### src/rtl/am_query_arbiter_pkg.sv
// Shared constants and types for the associative-memory query arbiter.
// Holds the HV/label/distance widths and the 2-bit arbiter state encoding.
package am_query_arbiter_pkg;

    localparam int HV_DIMENSION   = 64;
    localparam int LABEL_WIDTH    = 4;
    localparam int DISTANCE_WIDTH = 7;

    typedef enum logic [1:0] {
        ST_IDLE    = 2'd0,
        ST_ISSUE   = 2'd1,
        ST_WAIT    = 2'd2,
        ST_RESPOND = 2'd3
    } arbState_t;

    function automatic int ceilLog2(input int n);
        int r;
        r = 0;
        while ((1 << r) < n) r++;
        return r;
    endfunction

endpackage

### src/rtl/am_query_arbiter_rr_arbiter.sv
// Combinational round-robin pick: scans requesters starting just after the
// last-served index and returns the first valid one as one-hot and as index.
module rr_arbiter
    import am_query_arbiter_pkg::*;
#(
    parameter int NUM_REQ  = 3,
    parameter int ID_WIDTH = 2
)(
    input  logic [NUM_REQ-1:0]  ReqValid_SI,
    input  logic [ID_WIDTH-1:0] Ptr_DI,
    output logic [NUM_REQ-1:0]  Grant_SO,
    output logic [ID_WIDTH-1:0] GrantId_DO,
    output logic                AnyValid_SO
);

    logic [ID_WIDTH-1:0] idx;

    always_comb begin
        Grant_SO    = '0;
        GrantId_DO  = '0;
        AnyValid_SO = 1'b0;
        idx         = '0;
        for (int off = 1; off <= NUM_REQ; off++) begin
            idx = ID_WIDTH'((int'(Ptr_DI) + off) % NUM_REQ);
            if (!AnyValid_SO && ReqValid_SI[idx]) begin
                AnyValid_SO   = 1'b1;
                Grant_SO[idx] = 1'b1;
                GrantId_DO    = idx;
            end
        end
    end

endmodule

### src/rtl/am_query_arbiter.sv
// Shares one associative memory between NUM_REQ query sources: round-robin
// accept, forward one query, wait (with watchdog) and return the result.
module am_query_arbiter
    import am_query_arbiter_pkg::*;
#(
    parameter int NUM_REQ        = 3,
    parameter int ID_WIDTH       = 2,
    parameter int TIMEOUT_CYCLES = 1024,
    parameter int CNT_WIDTH      = 16
)(
    input  logic                             Clk_CI,
    input  logic                             Reset_RBI,
    input  logic [NUM_REQ-1:0]               ReqValid_SI,
    output logic [NUM_REQ-1:0]               ReqReady_SO,
    input  logic [NUM_REQ*HV_DIMENSION-1:0]  ReqHv_DI,
    output logic [NUM_REQ-1:0]               RspValid_SO,
    input  logic [NUM_REQ-1:0]               RspReady_SI,
    output logic [LABEL_WIDTH-1:0]           RspLabel_A_DO,
    output logic [LABEL_WIDTH-1:0]           RspLabel_V_DO,
    output logic [DISTANCE_WIDTH-1:0]        RspDist_A_DO,
    output logic [DISTANCE_WIDTH-1:0]        RspDist_V_DO,
    output logic                             RspError_SO,
    output logic                             AmValid_SO,
    input  logic                             AmReady_SI,
    output logic [HV_DIMENSION-1:0]          AmHv_DO,
    input  logic                             AmRspValid_SI,
    output logic                             AmRspReady_SO,
    input  logic [LABEL_WIDTH-1:0]           AmLabel_A_DI,
    input  logic [LABEL_WIDTH-1:0]           AmLabel_V_DI,
    input  logic [DISTANCE_WIDTH-1:0]        AmDist_A_DI,
    input  logic [DISTANCE_WIDTH-1:0]        AmDist_V_DI,
    output logic                             Busy_SO,
    output logic                             TimeoutFlag_SO,
    output logic [CNT_WIDTH-1:0]             QueryCount_DO
);

    localparam int TMR_W = ceilLog2(TIMEOUT_CYCLES);

    arbState_t state, stateNext;

    logic [NUM_REQ-1:0]        grant;
    logic [ID_WIDTH-1:0]       grantId;
    logic                      anyValid;
    logic [HV_DIMENSION-1:0]   queryHv_p0;
    logic [ID_WIDTH-1:0]       id_p0;
    logic [ID_WIDTH-1:0]       ptr;
    logic [TMR_W-1:0]          timer;
    logic [LABEL_WIDTH-1:0]    labelA_p1, labelV_p1;
    logic [DISTANCE_WIDTH-1:0] distA_p1, distV_p1;
    logic                      rspError_p1;
    logic                      timeoutFlag;
    logic [CNT_WIDTH-1:0]      queryCount;
    logic                      timeoutHit;
    logic                      rspAccept;
    logic                      inRespond;

    function automatic logic [CNT_WIDTH-1:0] satInc(input logic [CNT_WIDTH-1:0] v);
        return (&v) ? v : v + CNT_WIDTH'(1);
    endfunction

    rr_arbiter #(
        .NUM_REQ  (NUM_REQ),
        .ID_WIDTH (ID_WIDTH)
    ) uRrArbiter (
        .ReqValid_SI (ReqValid_SI),
        .Ptr_DI      (ptr),
        .Grant_SO    (grant),
        .GrantId_DO  (grantId),
        .AnyValid_SO (anyValid)
    );

    assign timeoutHit = (timer == TMR_W'(TIMEOUT_CYCLES - 1));
    assign rspAccept  = RspReady_SI[id_p0];
    assign inRespond  = (state == ST_RESPOND);

    always_ff @(posedge Clk_CI or negedge Reset_RBI) begin
        if (!Reset_RBI) state <= ST_IDLE;
        else            state <= stateNext;
    end

    always_comb begin
        stateNext     = state;
        ReqReady_SO   = '0;
        AmValid_SO    = 1'b0;
        AmRspReady_SO = 1'b0;
        RspValid_SO   = '0;
        case (state)
            ST_IDLE: begin
                ReqReady_SO = grant;
                if (anyValid) stateNext = ST_ISSUE;
            end
            ST_ISSUE: begin
                AmValid_SO = 1'b1;
                if (AmReady_SI) stateNext = ST_WAIT;
            end
            ST_WAIT: begin
                AmRspReady_SO = 1'b1;
                if (AmRspValid_SI || timeoutHit) stateNext = ST_RESPOND;
            end
            ST_RESPOND: begin
                RspValid_SO = NUM_REQ'(1) << id_p0;
                if (rspAccept) stateNext = ST_IDLE;
            end
            default: stateNext = ST_IDLE;
        endcase
    end

    // p0: query captured at accept; p1: AM result (or timeout filler) captured in WAIT
    always_ff @(posedge Clk_CI or negedge Reset_RBI) begin
        if (!Reset_RBI) begin
            queryHv_p0  <= '0;
            id_p0       <= '0;
            ptr         <= ID_WIDTH'(NUM_REQ - 1);
            timer       <= '0;
            labelA_p1   <= '0;
            labelV_p1   <= '0;
            distA_p1    <= '0;
            distV_p1    <= '0;
            rspError_p1 <= 1'b0;
            timeoutFlag <= 1'b0;
            queryCount  <= '0;
        end else begin
            case (state)
                ST_IDLE: begin
                    if (anyValid) begin
                        queryHv_p0 <= ReqHv_DI[int'(grantId)*HV_DIMENSION +: HV_DIMENSION];
                        id_p0      <= grantId;
                    end
                end
                ST_ISSUE: begin
                    if (AmReady_SI) timer <= '0;
                end
                ST_WAIT: begin
                    timer <= timer + TMR_W'(1);
                    // A result arriving on the timeout cycle still wins
                    if (AmRspValid_SI) begin
                        labelA_p1   <= AmLabel_A_DI;
                        labelV_p1   <= AmLabel_V_DI;
                        distA_p1    <= AmDist_A_DI;
                        distV_p1    <= AmDist_V_DI;
                        rspError_p1 <= 1'b0;
                    end else if (timeoutHit) begin
                        labelA_p1   <= '1;
                        labelV_p1   <= '1;
                        distA_p1    <= '1;
                        distV_p1    <= '1;
                        rspError_p1 <= 1'b1;
                        timeoutFlag <= 1'b1;
                    end
                end
                ST_RESPOND: begin
                    if (rspAccept) begin
                        ptr <= id_p0;
                        if (!rspError_p1) queryCount <= satInc(queryCount);
                    end
                end
                default: ;
            endcase
        end
    end

    assign AmHv_DO        = queryHv_p0;
    assign RspLabel_A_DO  = inRespond ? labelA_p1 : '0;
    assign RspLabel_V_DO  = inRespond ? labelV_p1 : '0;
    assign RspDist_A_DO   = inRespond ? distA_p1  : '0;
    assign RspDist_V_DO   = inRespond ? distV_p1  : '0;
    assign RspError_SO    = inRespond & rspError_p1;
    assign Busy_SO        = (state != ST_IDLE);
    assign TimeoutFlag_SO = timeoutFlag;
    assign QueryCount_DO  = queryCount;

endmodule

### config.mk
export PLATFORM = sky130hd
export DESIGN_NAME = am_query_arbiter
export DESIGN_NICKNAME = d
export VERILOG_FILES = /design/src/rtl/am_query_arbiter_pkg.sv /design/src/rtl/am_query_arbiter_rr_arbiter.sv /design/src/rtl/am_query_arbiter.sv
export SDC_FILE = /design/constraint.sdc
export NUM_CORES = 1
export LEC_CHECK = 0
export CELL_PAD_IN_SITES_DETAIL_PLACEMENT = 0
export CELL_PAD_IN_SITES_GLOBAL_PLACEMENT = 1
export CORE_UTILIZATION = 32
export DETAILED_ROUTE_END_ITERATION = 8
export GPL_ROUTABILITY_DRIVEN = 0
export GPL_TIMING_DRIVEN = 0
export MAX_ROUTING_LAYER = met4
export PLACE_DENSITY_LB_ADDON = 0.08
export SLEW_MARGIN = 10
export SYNTH_ARGS = -nofsm -noshare
export SYNTH_HDL_FRONTEND = slang
export SYNTH_SLANG_ARGS = --single-unit
export TNS_END_PERCENT = 10
### constraint.sdc
create_clock -name Clk_CI -period 6 [get_ports Clk_CI]
set_input_delay 1.2 -clock Clk_CI [delete_from_list [all_inputs] [get_ports Clk_CI]]
set_output_delay 1.2 -clock Clk_CI [all_outputs]
set_load 0.01 [all_outputs]
# Yosys cells after proc, flatten, opt, wreduce, memory -nomap -nowiden
# Index checks and enable logic that the tools add are counted.
[word_totals]
latchBits = 0
in_bits = 224
mem_bits_ro = 0
mem_bits_rw = 0
wordCells = 109
out_inout_bits = 113
regBits = 120
mem_count = 0
[op_classes]
shifts = 2
n_lt_le_gt_ge = 7
add_sub_neg = 5
mul = 0
bitwise_logic = 6
div_mod_pow = 3
reduce_logical = 20
muxes = 46
n_eq_ne = 8
[op_table]
columns = ["op", "count"]
rows = [
  ["192-bit by 9-bit variable part select with 64-bit output", 1],
  ["32-bit by 3-bit modulo with 32-bit output (second input constant)", 3],
  ["7-bit two-way mux", 5],
  ["4-bit two-way mux", 5],
  ["10-bit one-hot mux with 2 select lines", 1],
  ["16-bit by 1-bit adder with 16-bit output (second input constant)", 1],
  ["16-bit AND reduction", 1],
  ["3-bit two-way mux", 5],
  ["1-bit two-way mux", 14],
  ["2-bit two-way mux", 7],
  ["2-bit by 3-bit less-than comparator with 1-bit output (second input constant)", 4],
  ["10-bit by 1-bit adder with 10-bit output (second input constant)", 1],
  ["10-bit equality test (second input constant)", 1],
  ["10-bit two-way mux", 1],
  ["1-bit binary-select mux with 2-bit select", 4],
  ["2-bit inequality test (second input constant)", 4],
  ["2-bit one-hot mux with 4 select lines", 1],
  ["2-bit AND reduction", 4],
  ["4-bit AND reduction", 2],
  ["2-bit by 2-bit adder with 3-bit output (second input constant)", 2],
  ["1-bit demux with 2-bit select", 3],
  ["2-bit by 1-bit >= comparator with 1-bit output (second input constant)", 3],
  ["3-bit OR", 2],
  ["2-bit nonzero test", 3],
  ["11 further kinds", 19],
]

# Logic depth before layout (Yosys ltp)
# Gate-level depths: netlist (run 1).
[logic_depth]
ltp_word = 13
ltp_mapped = 10
ltp_nobuf = 7

# Cells and area by module
# Synthesis (run 1) repeated with hierarchy kept, for this count alone.
[hier_totals]
cells_unflattened = 708
hier_area_um2 = 6595.1
[modules_own_cells]
columns = ["mod", "seq_area_each_um2", "area_each_um2", "n_inst", "cells_per_inst"]
rows = [
  ["am_query_arbiter", 3004.1, 6297.3, 1, 667],
  ["rr_arbiter", 0.0, 297.8, 1, 41],
]

# Worst setup path before layout (run 1)
# OpenSTA, ideal clock, no wires.
[synth_timing]
kind = "in2out"
startpoint = "input port ReqValid_SI[1]"
endpoint = "output port ReqReady_SO[1]"
t_arrival_ns = 2.271
path_slack_ns = 2.529
path_stages = 5
n_path_buf = 0
required_ns = 4.800
cell_sequence = "mux2i_1 > or2_2 > a21oi_1 > or3_1 > a21oi_1"
[synth_via]
elab_chain_len = 10
word_cells_on_any_way = 18
cone_classes = "12 x mux; 2 x bitwise; 4 x reduce/logical"
[synth_rtl]
columns = ["element", "line", "rtl"]
rows = [
  ["start: declaration", "am_query_arbiter.sv:13", "input logic [NUM_REQ-1:0] ReqValid_SI,"],
  ["1-bit binary-select mux with 2-bit select", "am_query_arbiter_rr_arbiter.sv:25", "if (!AnyValid_SO && ReqValid_SI[idx]) begin"],
  ["1-bit two-way mux (implied by the code)", "am_query_arbiter_rr_arbiter.sv:25", ""],
  ["1-bit two-way mux", "am_query_arbiter_rr_arbiter.sv:25", ""],
  ["1-bit logical NOT", "am_query_arbiter_rr_arbiter.sv:25", ""],
  ["1-bit logical AND", "am_query_arbiter_rr_arbiter.sv:25", ""],
  ["1-bit two-way mux", "am_query_arbiter_rr_arbiter.sv:25", ""],
  ["1-bit logical NOT", "am_query_arbiter_rr_arbiter.sv:25", ""],
  ["1-bit logical AND", "am_query_arbiter_rr_arbiter.sv:25", ""],
  ["3-bit two-way mux *", "am_query_arbiter_rr_arbiter.sv:25", ""],
  ["3-bit two-way mux *", "am_query_arbiter.sv:87", "case (state)"],
  ["end: declaration", "am_query_arbiter.sv:14", "output logic [NUM_REQ-1:0] ReqReady_SO,"],
]
# Every way passes the cells marked *; elsewhere a longest branch is shown, timed or not. The select of a mux whose other input is x is not followed.

# Final worst setup path (run 1)
# Ends and elaborated chain as after synthesis.

==> impl_metrics.tcl, run 1 <==
set metrics [dict create \
    synthTopCellsByArea "dfrtp_1, mux2i_1, nand2_1" \
    crit_arrival_ns 3.48 \
    leakagePower_nw 4.41 \
    yosysTopAreaCellShare 0.452 \
    setup_tns_ns 0 \
    seq_area_frac_synth 0.456 \
    coreArea_sq_um 20200 \
    synth-edff-count 0 \
    relSlewSlack 0.569 \
    placed_cell_area_sq_um 10300 \
    use_met2 0.359 \
    fmax_mhz 214 \
    grt_first_pass_wirelength_mm 36.1 \
    drt-total-wl_mm 22.6 \
    std_cell_rows 52 \
    io_pins 337 \
    post-cts-setup-buffer-count 0 \
    drive_above_1_share 0.0814 \
    grtUsageMet1 0.280 \
    antenna_cells 0 \
    yosysMostFrequentCell "nand2_1" \
    crit_fanout 6 \
    busiest_layer "met2" \
    async_flop_share 1.00 \
    antenna_found_initial 0 \
    cts_max_level 4 \
    min_period_ns 4.68 \
    worstPathCellList "clkdlybuf4s50_1 -> mux2i_1 -> or2_2 -> a21oi_1 -> or3_1 -> a21oi_1 -> clkdlybuf4s50_1" \
    crit_required_ns 4.80 \
    yosys_warnings 0 \
    vias 6272 \
    die-height_um 146 \
    cts_tree "done" \
    die_area_sq_um 21200 \
    final_net_count 1228 \
    critPathLaunchType "primary input" \
    hold_violations 0 \
    cts_made_buffers 17 \
    cts-hold-fix-buffers 0 \
    clock-sinks 120 \
    finClkSkew_ns 0.0105 \
    netlist-cell-type-count 55 \
    worstMarginPinSlew_ns 0.641 \
    finalMaxSlewViolations 0 \
    clkTransAtPathRegs_ns 0.06 \
    synth_ff_type "dfrtp_1" \
    outcome "finished, final reports clean" \
    drtIter0Drc 218 \
    cpPeakStageDelay_ns 0.58 \
    syn_to_final_growth_pct 65.9 \
    hold_class "flop to flop" \
    fin_area_sq_um 10900 \
    syn-mean-instance-area_sq_um 10.3 \
    synth.largest_area_cell "dfrtp_1" \
    critPathCaptureType "primary output" \
    cts_buffer_depth 2 \
    holdPathStages 1 \
    synth_nets 872 \
    cts-root-buf "clkbuf_16" \
    peakVddDrop_v 0.000263 \
    path_class "primary input to primary output" \
    antenna_left 0 \
    synthCells 638 \
    drc_errors 0 \
    setup_viol 0 \
    met3_usage 0.0639 \
    grt_use_total 0.226 \
    synth_commonest_cells "nand2_1, dfrtp_1, mux2i_1" \
    viasPerCell 4.91 \
    cp_slowest_cell "clkdlybuf4s50_1" \
    fp.dieW_um 146 \
    grt_overflow 0 \
    rr_worst_depth 8 \
    syn_area_sq_um 6590 \
    dr.pass1.iters 4 \
    clk_latency_ns 0.42 \
    pwr_density_cell_nw_per_um2 523 \
    floorplan.initialDensity 0.326 \
    ys_ff_latch 120 \
    fin_crit_sh 0.780 \
    maxCapViolations 0 \
    port_buffers 336 \
    place_hpwl_mm 17.2 \
    cts_resized 0 \
    grt_max_degree 63 \
    post_drt_wl_per_cell_um 17.7 \
    first_global_vias 6477 \
    rsz0062_at_grt "false" \
]
-- report_power, final --
group          total [mW]  switching (mW)  internal (mW)
Combinational        3.29            1.65           1.64
Sequential           1.35           0.198           1.15
Clock                1.08           0.415          0.666
-- registers in the layout (all words and copies together), names as in the netlist --
signal	cells
timer	10
AmHv_DO	64
ptr	2
QueryCount_DO	16
labelV_p1	4
state	2
labelA_p1	4
id_p0	2
distV_p1	7
distA_p1	7
TimeoutFlag_SO	1
rspError_p1	1
-- final timing paths --
kind	slack [ns]	endpoint	startpoint
setup / recovery	1.32	ReqReady_SO[1]	ReqValid_SI[1]
hold / removal	0.48	distA_p1[6]	distA_p1[6]
setup reg to reg	3.31	AmHv_DO[60]	ptr[1]
hold reg to reg	0.48	distA_p1[6]	distA_p1[6]
max in group asynchronous	4.48	ptr[1]	Reset_RBI
min in group asynchronous	0.74	QueryCount_DO[13]	Reset_RBI
-- per-layer routing --
layer	share of wire	vias up
met5	0	-
met2	0.48	228
met4	0.0089	0
met3	0.075	11
li1	-	3060
met1	0.44	2973
-- metrics by stage --
step	utilization	total power, mW	worst slack, ns	std cells	hold WS (ns)
2_1_floorplan	-	3.32	2.53	638	0.452
5_1_grt	0.541	6.15	1.24	1277	0.502
3_3_place_gp	0.509	4.68	-1.45	1244	0.463
6_report	0.541	5.72	1.32	1277	0.480
3_5_place_dp	0.510	4.70	1.34	1245	0.468
4_1_cts	0.541	5.80	1.33	1277	0.484
-- logic make-up (layout without fill, tap and decap cells) --
family                     after synthesis  after routing  synth area share
AOI/OAI and AO/OA                      125            125             0.162
and+or+nand+nor                        236            236             0.166
muxes                                   73             73             0.111
adders and majority gates               10             10            0.0190
buffers and inverters                   54            423            0.0590
DFF                                    120            120             0.456
xor gates and xnor gates                20             20            0.0266
-- cell type report --
cell class | count | area, sq um
clock buffers | 18 | 429
multi-input cells | 464 | 3200
repair buffers | 337 | 3390
plain buffers | 44 | 352
fillers | 1859 | 9290
flip-flops and latches | 120 | 3000
inverters | 10 | 37.5
well taps | 270 | 338
clock inverters | 14 | 189
-- worst max-delay path, delay by kind of cell --
| kind | cells | cell delay (ns) |
|---|---|---|
| buffers and inverters | 2 | 1.10 |
| and+or+nand+nor | 2 | 0.55 |
| muxes | 1 | 0.42 |
| AOI/OAI and AO/OA | 2 | 0.21 |
-- cells in the final DEF, fill, tap and decap left out, types with 3 or more instances in the layout --
cell,instances
ha_1,10
buf_2,19
nor2_1,11
nand2_1,151
clkbuf_1,12
a21oi_1,9
nand4_1,8
o21ai_0,7
nor3_1,5
xor2_1,4
buf_6,7
inv_6,4
inv_1,10
mux2_2,3
buf_12,7
o22a_1,22
dfrtp_1,119
and3_1,5
and2_1,25
xnor2_1,16
bufinv_16,3
clkinv_4,3
clkdlybuf4s50_1,335
or3_1,4
mux2i_1,70
o221ai_1,64
clkbuf_16,17
nand3b_1,4
nand3_1,9
Note: power is estimated with default switching activity, not from simulation.
==> run 2, diff against run 1 <==
- CORE_UTILIZATION: 32 -> 27
- clock period: 6 -> 4.2 ns (I/O delays scaled with it)
==> run 2 against run 1 <==
  * Clock power rose by 31%
  * Sequential power rose by 43%
  * Global-route usage is 3.4 points lower
  * Setup slack got worse by 1.0 ns
  * Largest power group unchanged
  * Register-to-register slack got worse by 1.8 ns
  * First-iteration DRC count grew 40%
  * Total power rose by 41%
  * Worst hold slack lost 0.11 ns
  * Flip-flop and latch count is the same
==> impl_metrics.tcl, run 2 (same netlist as run 1, synthesis figures left out) <==
set metrics [dict create \
    vias 6271 \
    setup_viol 0 \
    relSlewSlack 0.610 \
    min_period_ns 3.91 \
    swShare 0.409 \
    floorplan.initialDensity 0.278 \
    rr_worst_depth 8 \
    final_net_count 1228 \
    critical_path.top_delay_family "buffers and inverters" \
    hold_class "primary input to asynchronous set/reset pin" \
    cts_max_level 4 \
    clock-sinks 120 \
    drc_errors 0 \
    rr_startpoint "ptr[1]" \
    cts_made_buffers 17 \
    crit_arrival_ns 3.07 \
    port_buffers 336 \
    worstMarginPinSlew_ns 0.569 \
    finalMaxSlewViolations 0 \
    grt_first_pass_wirelength_mm 35.2 \
    final_common_cell "clkdlybuf4s50_1" \
    cts-root-buf "clkbuf_16" \
    hold_violations 0 \
    clkTransAtPathRegs_ns 0.07 \
    grt_use_total 0.193 \
    setup_tns_ns 0 \
    pwr_density_cell_nw_per_um2 738 \
    cts_buffer_depth 2 \
    drive_above_1_share 0.0824 \
    worstPathCellList "clkdlybuf4s50_1 -> mux2i_1 -> or2_2 -> a21oi_1 -> or3_1 -> a21oi_1 -> clkdlybuf4s50_1" \
    die-height_um 158 \
    clkPwrFrac 0.175 \
    cpPeakStageDelay_ns 0.59 \
    post_drt_wl_per_cell_um 17.8 \
    nFillCells 2367 \
    io_pins 337 \
    fin_crit_sh 0.931 \
    die_area_sq_um 25100 \
    viasPerCell 4.73 \
    path_class "primary input to primary output" \
    largest_reg_flops 64 \
    outcome "finished, final reports clean" \
    cts_resized 0 \
    syn_to_final_growth_pct 66.0 \
    grt_max_degree 63 \
    total_power_mw 8.08 \
    post-route-util 0.462 \
    rsz0062_at_grt "false" \
    peakVddDrop_v 0.000321 \
    coreArea_sq_um 23700 \
    drt-total-wl_mm 23.6 \
    p_int_mw 4.77 \
    r2r-end "AmHv_DO[33]" \
    post-cts-setup-buffer-count 0 \
    first_global_vias 6229 \
    maxCapViolations 0 \
    r2r_setup_slack_ns 1.49 \
    fmax_mhz 256 \
    final_cell_mix "clkdlybuf4s50_1, nand2_1, dfrtp_1" \
    crit_fanout 6 \
    critPathLaunchType "primary input" \
    drtIter0Drc 306 \
    fp.dieW_um 158 \
    antenna_cells 0 \
    std_cell_rows 56 \
    finClkSkew_ns 0.0109 \
    power_switching_mw 3.30 \
    dr.pass1.iters 4 \
    p_seq_frac 0.239 \
    cp_slowest_cell "clkdlybuf4s50_1" \
    place_hpwl_mm 18.1 \
    antenna_left 0 \
    dp.cells 1294 \
    leakagePower_nw 4.38 \
    stdcell_count 1326 \
    crit_required_ns 3.36 \
    cts_tree "done" \
    comb_power_share 0.586 \
    critPathCaptureType "primary output" \
    cp.buffers_inverters 2 \
    grt_overflow 0 \
    cts-hold-fix-buffers 0 \
    fin_hold_ws_ns 0.367 \
    antenna_found_initial 0 \
    clk_latency_ns 0.42 \
]
run 2: cell count changes in the layout (fill, tap and decap cells not counted), sizes merged:
| cell | before | now |
|---|---|---|
| inv | 16 | 20 |
| bufinv | 3 | 0 |
| clkinv | 3 | 0 |
| clkinvlp | 2 | 5 |
| clkbuf | 29 | 28 |
run 2: power groups by stage:
stage	sequential, mW	combinational [mW]	clock, mW
final	1.93	4.73	1.41
after global routing	2.00	5.17	1.50
after CTS	1.94	4.83	1.45
after detailed placement	1.95	4.82	0
after global placement	1.93	4.83	0
after floorplan	2.05	2.70	0
run 2: worst max-delay path by stage:
stage	from	endpoint	depth (start not counted)
5_1_grt	ptr[1]	ReqReady_SO[1]	7
3_5_place_dp	ReqValid_SI[1]	ReqReady_SO[1]	7
4_1_cts	ReqValid_SI[1]	ReqReady_SO[1]	7
6_report	ReqValid_SI[1]	ReqReady_SO[1]	7
2_1_floorplan	ptr[1]	ReqReady_SO[1]	6
3_3_place_gp	Reset_RBI	AmHv_DO[20]	1
run 2: metal layers:
metal / global-route usage / vias up / share of wire
met4: 0.0495 / 0 / 0.013
met2: 0.308 / 237 / 0.48
met1: 0.236 / 2966 / 0.42
met3: 0.0593 / 21 / 0.087
met5: - / - / 0
li1: - / 3047 / -
run 2: worst reg2reg max path: stages (launching register included):
cell and delay (ns):
dfstp_2 0.56, ha_1 0.30, mux2i_1 0.40, nor2_1 0.17
o221ai_2 0.26, buf_12 0.22, buf_12 0.17, mux2i_1 0.32
o221ai_1 0.18
run 2: layout make-up:
class                           count  area [sq um]  area share
Sequential cell                   120          3000       0.274
Timing Repair Buffer              337          3390       0.310
Tap cell                          319           399      0.0365
Clock inverter                     15           135      0.0123
Clock buffer                       17           425      0.0389
Inverter                           10          37.5     0.00343
Multi-Input combinational cell    464          3200       0.292
Buffer                             44           352      0.0321
run 2: metrics by stage:
step,setup slack (ns),area [sq um]
global route,0.176,10900
global placement,-2.95,10400
finish,0.288,10900
floorplan,1.43,6590
CTS,0.304,10900
detailed placement,0.303,10400
